==> src/rtl/apb_pkg.sv <==
// Shared encodings for the parametrised APB decoder/mux: FSM states and the
// fixed response values of the internal null device, watchdog abort and protocol guard.
package apb_pkg;

    typedef enum logic {
        ST_IDLE   = 1'b0,
        ST_ACCESS = 1'b1
    } apb_state_e;

    localparam logic NULL_PREADY   = 1'b1;
    localparam logic ABORT_PSLVERR = 1'b1;
    localparam logic GUARD_PSLVERR = 1'b1;

endpackage

==> src/rtl/apb_addr_decoder.sv <==
// Priority base/mask address decoder. The lowest-index matching window wins;
// no match yields an empty hit vector and idx == NSLV (the null device).
module apb_addr_decoder #(
    parameter int                    NSLV     = 8,
    parameter int                    AWID     = 32,
    parameter logic [NSLV*AWID-1:0]  SLV_BASE = '0,
    parameter logic [NSLV*AWID-1:0]  SLV_MASK = {NSLV{AWID'(32'hFFFFF000)}}
) (
    input  logic [AWID-1:0]              addr,
    output logic [NSLV-1:0]              hit,
    output logic [$clog2(NSLV+1)-1:0]    idx
);
    localparam int SW = $clog2(NSLV+1);

    // Scan from the top down so that a lower-index match overrides a higher one.
    always_comb begin
        hit = '0;
        idx = SW'(NSLV);
        for (int i = NSLV - 1; i >= 0; i--) begin
            if ((addr & SLV_MASK[i*AWID +: AWID]) ==
                (SLV_BASE[i*AWID +: AWID] & SLV_MASK[i*AWID +: AWID])) begin
                hit    = '0;
                hit[i] = 1'b1;
                idx    = SW'(i);
            end
        end
    end

endmodule

==> src/rtl/apb_busmux_n.sv <==
// N-port APB decoder/mux: one requester fanned out to NSLV completers, with a
// null device for unmapped space, a per-transfer watchdog and an IDLE-penable guard.
module apb_busmux_n
    import apb_pkg::*;
#(
    parameter int                    DWID     = 32,
    parameter int                    AWID     = 32,
    parameter int                    NSLV     = 8,
    parameter logic [NSLV*AWID-1:0]  SLV_BASE = '0,
    parameter logic [NSLV*AWID-1:0]  SLV_MASK = {NSLV{AWID'(32'hFFFFF000)}},
    parameter bit                    NULL_ERR = 1'b0,
    parameter int                    TO_WID   = 8,
    parameter int                    TIMEOUT  = 255
) (
    input  logic                  clk,
    input  logic                  rstn,
    input  logic                  slv_psel,
    input  logic                  slv_penable,
    input  logic                  slv_pwrite,
    input  logic [AWID-1:0]       slv_paddr,
    input  logic [DWID-1:0]       slv_pwdata,
    output logic                  slv_pready,
    output logic                  slv_pslverr,
    output logic [DWID-1:0]       slv_prdata,
    output logic [NSLV-1:0]       mst_psel,
    output logic [NSLV-1:0]       mst_penable,
    output logic                  mst_pwrite,
    output logic [AWID-1:0]       mst_paddr,
    output logic [DWID-1:0]       mst_pwdata,
    input  logic [NSLV-1:0]       mst_pready,
    input  logic [NSLV-1:0]       mst_pslverr,
    input  logic [NSLV*DWID-1:0]  mst_prdata,
    output logic                  timeout_o,
    output logic [AWID-1:0]       err_addr_o
);
    localparam int SW = $clog2(NSLV+1);
    localparam logic [TO_WID-1:0] TO_LAST = TO_WID'((TIMEOUT > 0) ? TIMEOUT - 1 : 0);

    apb_state_e         state, state_nxt;
    logic [SW-1:0]      sel_q;
    logic [AWID-1:0]    addr_q;
    logic [TO_WID-1:0]  to_cnt;
    logic               abort_q;

    logic [NSLV-1:0]    dec_hit;
    logic [SW-1:0]      dec_idx;
    logic [NSLV-1:0]    sel_oh;
    logic               sel_rdy, sel_err;
    logic [DWID-1:0]    sel_rdata;
    logic               setup, wd_fire;

    apb_addr_decoder #(
        .NSLV     (NSLV),
        .AWID     (AWID),
        .SLV_BASE (SLV_BASE),
        .SLV_MASK (SLV_MASK)
    ) u_dec (
        .addr (slv_paddr),
        .hit  (dec_hit),
        .idx  (dec_idx)
    );

    // Response source for the latched port; sel_q == NSLV falls through to the null device.
    always_comb begin
        sel_oh    = '0;
        sel_rdy   = NULL_PREADY;
        sel_err   = NULL_ERR;
        sel_rdata = '0;
        for (int i = 0; i < NSLV; i++) begin
            if (sel_q == SW'(i)) begin
                sel_oh[i] = 1'b1;
                sel_rdy   = mst_pready[i];
                sel_err   = mst_pslverr[i];
                sel_rdata = mst_prdata[i*DWID +: DWID];
            end
        end
    end

    // Outputs are gated by rstn so they fall to idle values the moment reset asserts.
    always_comb begin
        state_nxt   = state;
        mst_psel    = '0;
        mst_penable = '0;
        slv_pready  = 1'b0;
        slv_pslverr = 1'b0;
        slv_prdata  = '0;
        timeout_o   = 1'b0;
        setup       = 1'b0;
        wd_fire     = 1'b0;
        if (rstn) begin
            case (state)
                ST_IDLE: begin
                    if (slv_penable) begin
                        slv_pready  = 1'b1;
                        slv_pslverr = GUARD_PSLVERR;
                    end else if (slv_psel) begin
                        setup     = 1'b1;
                        mst_psel  = dec_hit;
                        state_nxt = ST_ACCESS;
                    end
                end
                ST_ACCESS: begin
                    if (!slv_psel) begin
                        state_nxt = ST_IDLE;
                    end else if (abort_q) begin
                        slv_pready  = 1'b1;
                        slv_pslverr = ABORT_PSLVERR;
                        timeout_o   = 1'b1;
                        state_nxt   = ST_IDLE;
                    end else begin
                        mst_psel    = sel_oh;
                        mst_penable = sel_oh & {NSLV{slv_penable}};
                        slv_pready  = sel_rdy;
                        slv_pslverr = sel_err;
                        slv_prdata  = sel_rdata;
                        if (sel_rdy) state_nxt = ST_IDLE;
                        else         wd_fire   = (TIMEOUT != 0) && (to_cnt == TO_LAST);
                    end
                end
                default: state_nxt = ST_IDLE;
            endcase
        end
    end

    assign mst_pwrite = slv_pwrite & (|mst_psel);
    assign mst_paddr  = slv_paddr;
    assign mst_pwdata = slv_pwdata;

    always_ff @(posedge clk or negedge rstn) begin
        if (!rstn) begin
            state      <= ST_IDLE;
            sel_q      <= '0;
            addr_q     <= '0;
            to_cnt     <= '0;
            abort_q    <= 1'b0;
            err_addr_o <= '0;
        end else begin
            state   <= state_nxt;
            abort_q <= wd_fire;
            if (setup) begin
                sel_q  <= dec_idx;
                addr_q <= slv_paddr;
                to_cnt <= '0;
            end else if (state == ST_ACCESS && !slv_pready) begin
                to_cnt <= to_cnt + 1'b1;
            end
            if (slv_pready && slv_pslverr) err_addr_o <= addr_q;
        end
    end

endmodule

==> config.mk <==
export PLATFORM = sky130hd
export DESIGN_NAME = apb_busmux_n
export DESIGN_NICKNAME = d
export VERILOG_FILES = /design/src/rtl/apb_pkg.sv /design/src/rtl/apb_addr_decoder.sv /design/src/rtl/apb_busmux_n.sv
export SDC_FILE = /design/constraint.sdc
export NUM_CORES = 1
export LEC_CHECK = 0
export CAP_MARGIN = 25
export CORE_AREA = 2 2 191 193
export CTS_BUF_LIST = sky130_fd_sc_hd__clkbuf_8 sky130_fd_sc_hd__clkbuf_16
export DETAILED_ROUTE_END_ITERATION = 6
export DIE_AREA = 0 0 193 195
export PLACE_DENSITY = 0.47
export SLEW_MARGIN = 20
export SYNTH_ARGS = -nofsm -noshare
export SYNTH_HDL_FRONTEND = slang
export SYNTH_HIERARCHICAL = 1
export SYNTH_SLANG_ARGS = --single-unit
==> constraint.sdc <==
create_clock -name clk -period 2.1 [get_ports clk]
set_input_delay 0.42 -clock clk [delete_from_list [all_inputs] [get_ports clk]]
set_output_delay 0.42 -clock clk [all_outputs]
set_load 0.05 [all_outputs]
==> reports/qor.yml, run 1 <==
timing:
  fin_ws_ns: -0.5502
  setup_tns_ns: -32.27
  max_freq_mhz: 377.3
  setup_violations: 91
  worstMarginPinSlew_ns: 0.8842
  slew_viol_final: 0
  whs_ns: 0.04364
  final-hold-violation-count: 0
  fin_worst_skew_ns: 0.008340
  rsz0062_at_grt: "true"
  post-route-period-util_pct: 126.2
  max_slew_margin_pct: 41.06
  final.min_clock_period_ns: 2.650
setup_path:
  cpPeakStageDelay_ns: 0.50
  cp_num_cells: 10
  worst_r2r_path_depth: 11
  crit_family: "buffers and inverters"
  cpMostUsedCell: "buf_12"
  slowest_stage: "dfrtp_4"
  crit_buf_inv: 4
  critPathCaptureType: "primary output"
  worstPathMaxFanout: 5
  path_cells: "nor2b_4, buf_6, and2_4, buf_12, buf_16, a21oi_2, o21ai_2, a22oi_2, o21ai_4, buf_12"
  worst_setup_path_start_kind: "flop"
  cp.required_ns: 1.68
  arrival_ns: 2.23
  critPathKind: "reg2out"
global_routing:
  antenna_found_initial: 7
  grt_pass1_vias: 8132
  grt_usage_pct: 18.07
  grt_overflow: 0
  grt_pass1_wl_mm: 50.38
  grt_max_degree: 70
floorplanning:
  die_y_um: 195
  ioPinCount: 489
  die_w_um: 193
  core_area_um2: 35400
  dieArea_um2: 37640
  placementRows: 69
  start_util_pct: 18.09
logic_synthesis:
  ys_seq_area_share_pct: 30.49
  synth-xor-area-share_pct: 0
  netlist_area_um2: 6402
  synth_area_leaders: "dfrtp_1 30%, nand2_1 10%, buf_4 8.9%"
  yosysMostFrequentCell: "nand2_1"
  ys_seq_elements: 78
  synthSimpleGateAreaFrac_pct: 17.80
  synth.area.mux_share_pct: 15.48
  ys.flop_type: "dfrtp_1"
  synth.distinct_cells: 49
  synth_top_cell_by_area: "dfrtp_1"
  synth_commonest_cells: "170 x nand2_1, 84 x o21ai_0, 78 x dfrtp_1"
  syn_inst: 784
  async_flop_share_pct: 100.0
  synth-warning-count: 6
  synth_edf_count: 0
  avgSynthCellArea_um2: 8.166
  synth_adder_area_share_pct: 0.3909
  synth-compound-area-share_pct: 22.01
  synth_top_cell_area_share_pct: 30.49
  synth_top_family_by_area: "compound AO/OA/AOI/OAI gates"
placement:
  io_buffers: 424
  detailed_place_hpwl_mm: 27.37
  routabilityCongestion: 0.8431
  dpl.cell_count: 1655
drt:
  first_iter_violations: 258
  ant_nets: 0
  num_vias: 7670
  wire_per_inst_um: 20.62
  via_per_inst: 4.431
  route.detailed.drc: 0
  routed_wl_mm: 35.69
  firstDrtPassIters: 4
flow_run:
  max-cap-violations: 0
clocking:
  htree_levels: 3
  clockRootBuffer: "clkbuf_16"
  tritoncts: "built"
  clkTransAtPathRegs_ns: 0.07
  clock-sinks: 78
  clock_path_buffers: 2
  clock_latency_ns: 0.34
  postCtsHoldBufs: 0
  cts_buffers: 9
layout:
  final_util_pct: 41.35
  final_layout_size_suffix_gt1_share_pct: 40.00
  layoutNonFillerInstCount: 1731
  fin_nets: 1603
  area_growth_pct: 128.6
  nFillCells: 3491
power_and_ir_drop:
  p_sw_share_pct: 43.26
  peakVddDrop_mv: 0.7076
  p_sw_w: 0.005047
  p_comb_share_pct: 65.6
  total_leakage_power_nw: 5.917
  p_int_w: 0.006620
  seqPwrFrac_pct: 20.3
  clkPwrFrac_pct: 14.1
  p_per_area_nw_per_um2: 797.1
status:
  violations: "negative setup slack"
  status: "finished with violations"
min_path:
  hold_path_class: "in2async"
-- state kept, by name, summed over array words and instances (netlist names) --
signal	cells
addr_q	32
err_addr_o	32
to_cnt	8
sel_q	4
abort_q	1
state	1
-- final cells by class --
class	count	area, um2	share of cell area, %
clock buffer	9	225.2	1.539
tap	461	576.8	3.941
sequential	78	1961	13.40
multi-input combinational	577	4871	33.28
timing repair buffer	589	6885	47.04
inverter	5	18.77	0.1282
clock inverter	7	86.33	0.5898
antenna	5	12.51	0.08548
-- power by group through the flow --
stage	combinational [W]	clock, W	sequential (W)
6_report	0.00765	0.00165	0.00236
5_1_grt	0.00808	0.00178	0.00243
4_1_cts	0.00739	0.00171	0.00237
3_5_place_dp	0.00659	0	0.00239
3_3_place_gp	0.00656	0	0.00237
2_1_floorplan	0.00310	0	0.00335
-- metal layers --
layer / global-route usage [%] / share of wire (%) / vias up
met5: 0 / 0.076 / -
met1: 20.55 / 38 / 3636
met4: 5.892 / 2.2 / 4
met2: 32.07 / 52 / 333
li1: - / - / 3656
met3: 5.356 / 7.7 / 41
-- cells in the final DEF, fill, tap and decap left out, types with 6 or more instances in the layout --
cell type / netlist / final
nor2_1: 39 / 22
nor2_4: 0 / 15
nor2b_4: 0 / 6
a31oi_4: 1 / 8
a22oi_2: 0 / 22
buf_4: 76 / 96
a22o_1: 33 / 30
o21ai_1: 0 / 23
mux2i_1: 36 / 36
nand2_1: 170 / 160
nor3_4: 0 / 9
o21ai_4: 0 / 27
clkdlybuf4s50_1: 0 / 318
buf_6: 2 / 38
buf_8: 0 / 6
a21oi_2: 0 / 31
mux2_4: 30 / 31
conb_1: 1 / 10
buf_2: 12 / 9
a21oi_1: 51 / 18
clkbuf_16: 0 / 14
o21ai_2: 0 / 10
buf_12: 3 / 105
o21ai_0: 84 / 24
nand2_2: 0 / 8
dfrtp_1: 78 / 75
-- repair_timing --
item	CTS	global route
setup endpoints to repair	91	91
setup buffers	26	20
resized for setup	232	69
cloned	8	4
pin swaps	60	37
-- stage by stage --
step                      area, um2  setup slack, ns  total power [W]
after floorplan                7156         -0.08386         0.006445
after global placement        12910          -0.7975         0.008930
after detailed placement      12910          -0.7738         0.008981
after CTS                     14140          -0.5561          0.01147
after global routing          14640          -0.6062          0.01230
final                         14640          -0.5502          0.01167
-- final timing paths --
check,slack [ns],endpoint,from
worst max-delay path,-0.55,slv_prdata[18],sel_q[1]
worst min-delay path,0.04,state,rstn
worst max register to register,-0.41,err_addr_o[2],sel_q[1]
worst min register to register,0.47,addr_q[6],addr_q[6]
max in group asynchronous,1.05,addr_q[6],rstn
min in group clk,0.38,addr_q[26],slv_paddr[26]
-- cell families after synthesis --
| kind of cell | Yosys count |
|---|---|
| and+or+nand+nor | 266 |
| AOI/OAI and AO/OA | 222 |
| buffers and inverters | 138 |
| DFF | 78 |
| muxes | 77 |
| adders and majority gates | 2 |
| other | 1 |
No activity file was read; power rests on OpenSTA's default activity.
==> inputs of run 2 (changes only) <==
Settings changed: PLACE_DENSITY 0.47 to default.
==> run 2 against run 1 <==
Net effect: the flow still finishes with violations (negative setup slack); non-clock buffer count up 2; design area up 1.5%; clock power up 2%; routed wire length up 1.5%; first-iteration DRC count down 16%; via count up 2.1%; register-to-register slack worse by 0.05 ns; clock skew about the same; critical path depth down 1; die area unchanged; critical path type unchanged.
==> reports/qor.yml, run 2 (synthesized netlist as in run 1, its figures left out) <==
global_routing:
  grt_pass1_wl_mm: 48.78
  antenna_found_initial: 6
  grt_usage_pct: 17.22
  grt_pass1_vias: 8176
  grt_max_degree: 72
  grt_overflow: 0
floorplanning:
  die_w_um: 193
  core_area_um2: 35400
  ioPinCount: 489
  placementRows: 69
  die_y_um: 195
  start_util_pct: 18.09
  dieArea_um2: 37640
drt:
  routed_wl_mm: 36.24
  num_vias: 7831
  route.detailed.drc: 0
  wire_per_inst_um: 20.95
  ant_nets: 0
  first_iter_violations: 217
  firstDrtPassIters: 4
  via_per_inst: 4.527
power_and_ir_drop:
  p_comb_share_pct: 65.7
  p_per_area_nw_per_um2: 806.1
  clkPwrFrac_pct: 14.1
  peakVddDrop_mv: 0.9608
  p_sw_w: 0.005158
  p_sw_share_pct: 43.07
  total_leakage_power_nw: 6.009
  seqPwrFrac_pct: 20.1
  p_int_w: 0.006819
clocking:
  tritoncts: "built"
  clock_path_buffers: 2
  clock-sinks: 78
  clkTransAtPathRegs_ns: 0.07
  cts_buffers: 9
  htree_levels: 3
  clock_latency_ns: 0.33
  clockRootBuffer: "clkbuf_16"
layout:
  fin_area_um2: 14860
  biggestRegsByFlops: "addr_q (32), err_addr_o (32), to_cnt (8)"
  final_layout_size_suffix_gt1_share_pct: 41.09
  final_cell_mix: "317 x clkdlybuf4s50_1, 155 x nand2_1, 105 x buf_12"
  area_growth_pct: 132.1
  fin_nets: 1606
  final_common_cell: "clkdlybuf4s50_1"
  final_util_pct: 41.98
setup_path:
  cpPeakStageDelay_ns: 0.54
  critPathCaptureType: "primary output"
  crit_buf_inv: 3
  crit_family: "compound AO/OA/AOI/OAI gates"
  r2r_setup_slack_ns: -0.46
  critPathKind: "reg2out"
  worstPathMaxFanout: 6
  cp.required_ns: 1.68
  r2r-start: "sel_q[0]"
  arrival_ns: 2.29
  worst_r2r_path_depth: 10
  path_cells: "buf_6, nor2b_4, buf_6, a22o_1, a21oi_2, o21ai_1, a22oi_2, o21ai_4, buf_12"
  worst_setup_path_start_kind: "flop"
  slowest_stage: "dfrtp_4"
  r2r-end: "err_addr_o[14]"
  cpMostUsedCell: "buf_6"
timing:
  post-route-period-util_pct: 128.9
  final-hold-violation-count: 0
  max_slew_margin_pct: 39.99
  final.min_clock_period_ns: 2.707
  rsz0062_at_grt: "true"
  worstMarginPinSlew_ns: 0.9001
  fin_ws_ns: -0.6068
  max_freq_mhz: 369.4
  slew_viol_final: 0
  setup_violations: 89
  fin_worst_skew_ns: 0.008583
flow_run:
  max-cap-violations: 0
status:
  violations: "negative setup slack"
  status: "finished with violations"
placement:
  io_buffers: 424
  routabilityCongestion: 0.8473
  dpl_cell_area_um2: 12820
  detailed_place_hpwl_mm: 27.22
  place_ws_ns: -0.6921
min_path:
  hold_path_class: "in2async"
run 2: metal layers:
layer	track usage, %	up-vias	wire length (um)
met5	0	-	66
met4	5.135	10	1242
met3	4.421	64	2593
met2	31.74	394	18520
met1	19.19	3705	13820
li1	-	3658	-
run 2: repair_timing:
| item | CTS | global route |
|---|---|---|
| pin swaps | 32 | 73 |
| buffers inserted | 17 | 36 |
| endpoints found under the setup margin | 90 | 92 |
| gates cloned | 3 | 13 |
| gates resized for setup | 207 | 135 |
| hold buffers | 0 | 0 |
run 2: power by group through the flow:
stage,clock network [W],registers [W],logic (W)
after floorplan,0,0.00335,0.00310
after global placement,0,0.00243,0.00646
after detailed placement,0,0.00245,0.00652
after CTS,0.00174,0.00243,0.00710
after global routing,0.00179,0.00248,0.00829
final,0.00169,0.00241,0.00787
run 2: worst reg2reg max path, stage by stage, from the launching register on:
cell	delay (ns)
dfrtp_4	0.54
buf_6	0.16
buf_6	0.11
a211o_1	0.32
o211a_4	0.18
buf_6	0.12
nor4_4	0.31
a31oi_4	0.06
buf_12	0.17
clkbuf_16	0.18
mux2_4	0.30
run 2: how the worst max path moves through the flow:
| stage | start | end | slack, ns | depth (start not counted) |
|---|---|---|---|---|
| after floorplan | sel_q[1] | slv_prdata[30] | -0.08 | 8 |
| after global placement | slv_paddr[31] | mst_pwrite | -0.71 | 9 |
| after detailed placement | slv_paddr[31] | mst_pwrite | -0.69 | 9 |
| after CTS | sel_q[1] | slv_pready | -0.62 | 8 |
| after global routing | sel_q[1] | slv_prdata[23] | -0.67 | 10 |
| final | sel_q[1] | slv_prdata[14] | -0.61 | 9 |
run 2: layout make-up:
cell class                 count  area, um2
antenna                        1      2.502
clock buffer                   9      225.2
clock inverter                 7      95.09
fill                        3362      20540
inverter                       5      18.77
multi-input combinational    578       5004
sequential                    78       1963
tap                          461      576.8
timing repair buffer         591       6973
run 2: stage by stage:
step / hold WS (ns) / std cells / TNS (ns) / total power (W)
CTS: 0.1233 / 1689 / -36.50 / 0.01126
global placement: 0.4577 / 1654 / -52.57 / 0.008889
global route: 0.1404 / 1729 / -43.76 / 0.01256
detailed placement: 0.4650 / 1654 / -52.10 / 0.008974
finish: 0.1432 / 1730 / -36.37 / 0.01198
floorplan: 0.1244 / 793 / -2.791 / 0.006445
==> inputs of run 3 (changes only) <==
Settings changed: ABC_CLOCK_PERIOD_IN_PS from default to 2100, GPL_TIMING_DRIVEN from default to 1.
==> results of run 3 <==
The final DEF is identical to that of run 2; final timing and power are the same.
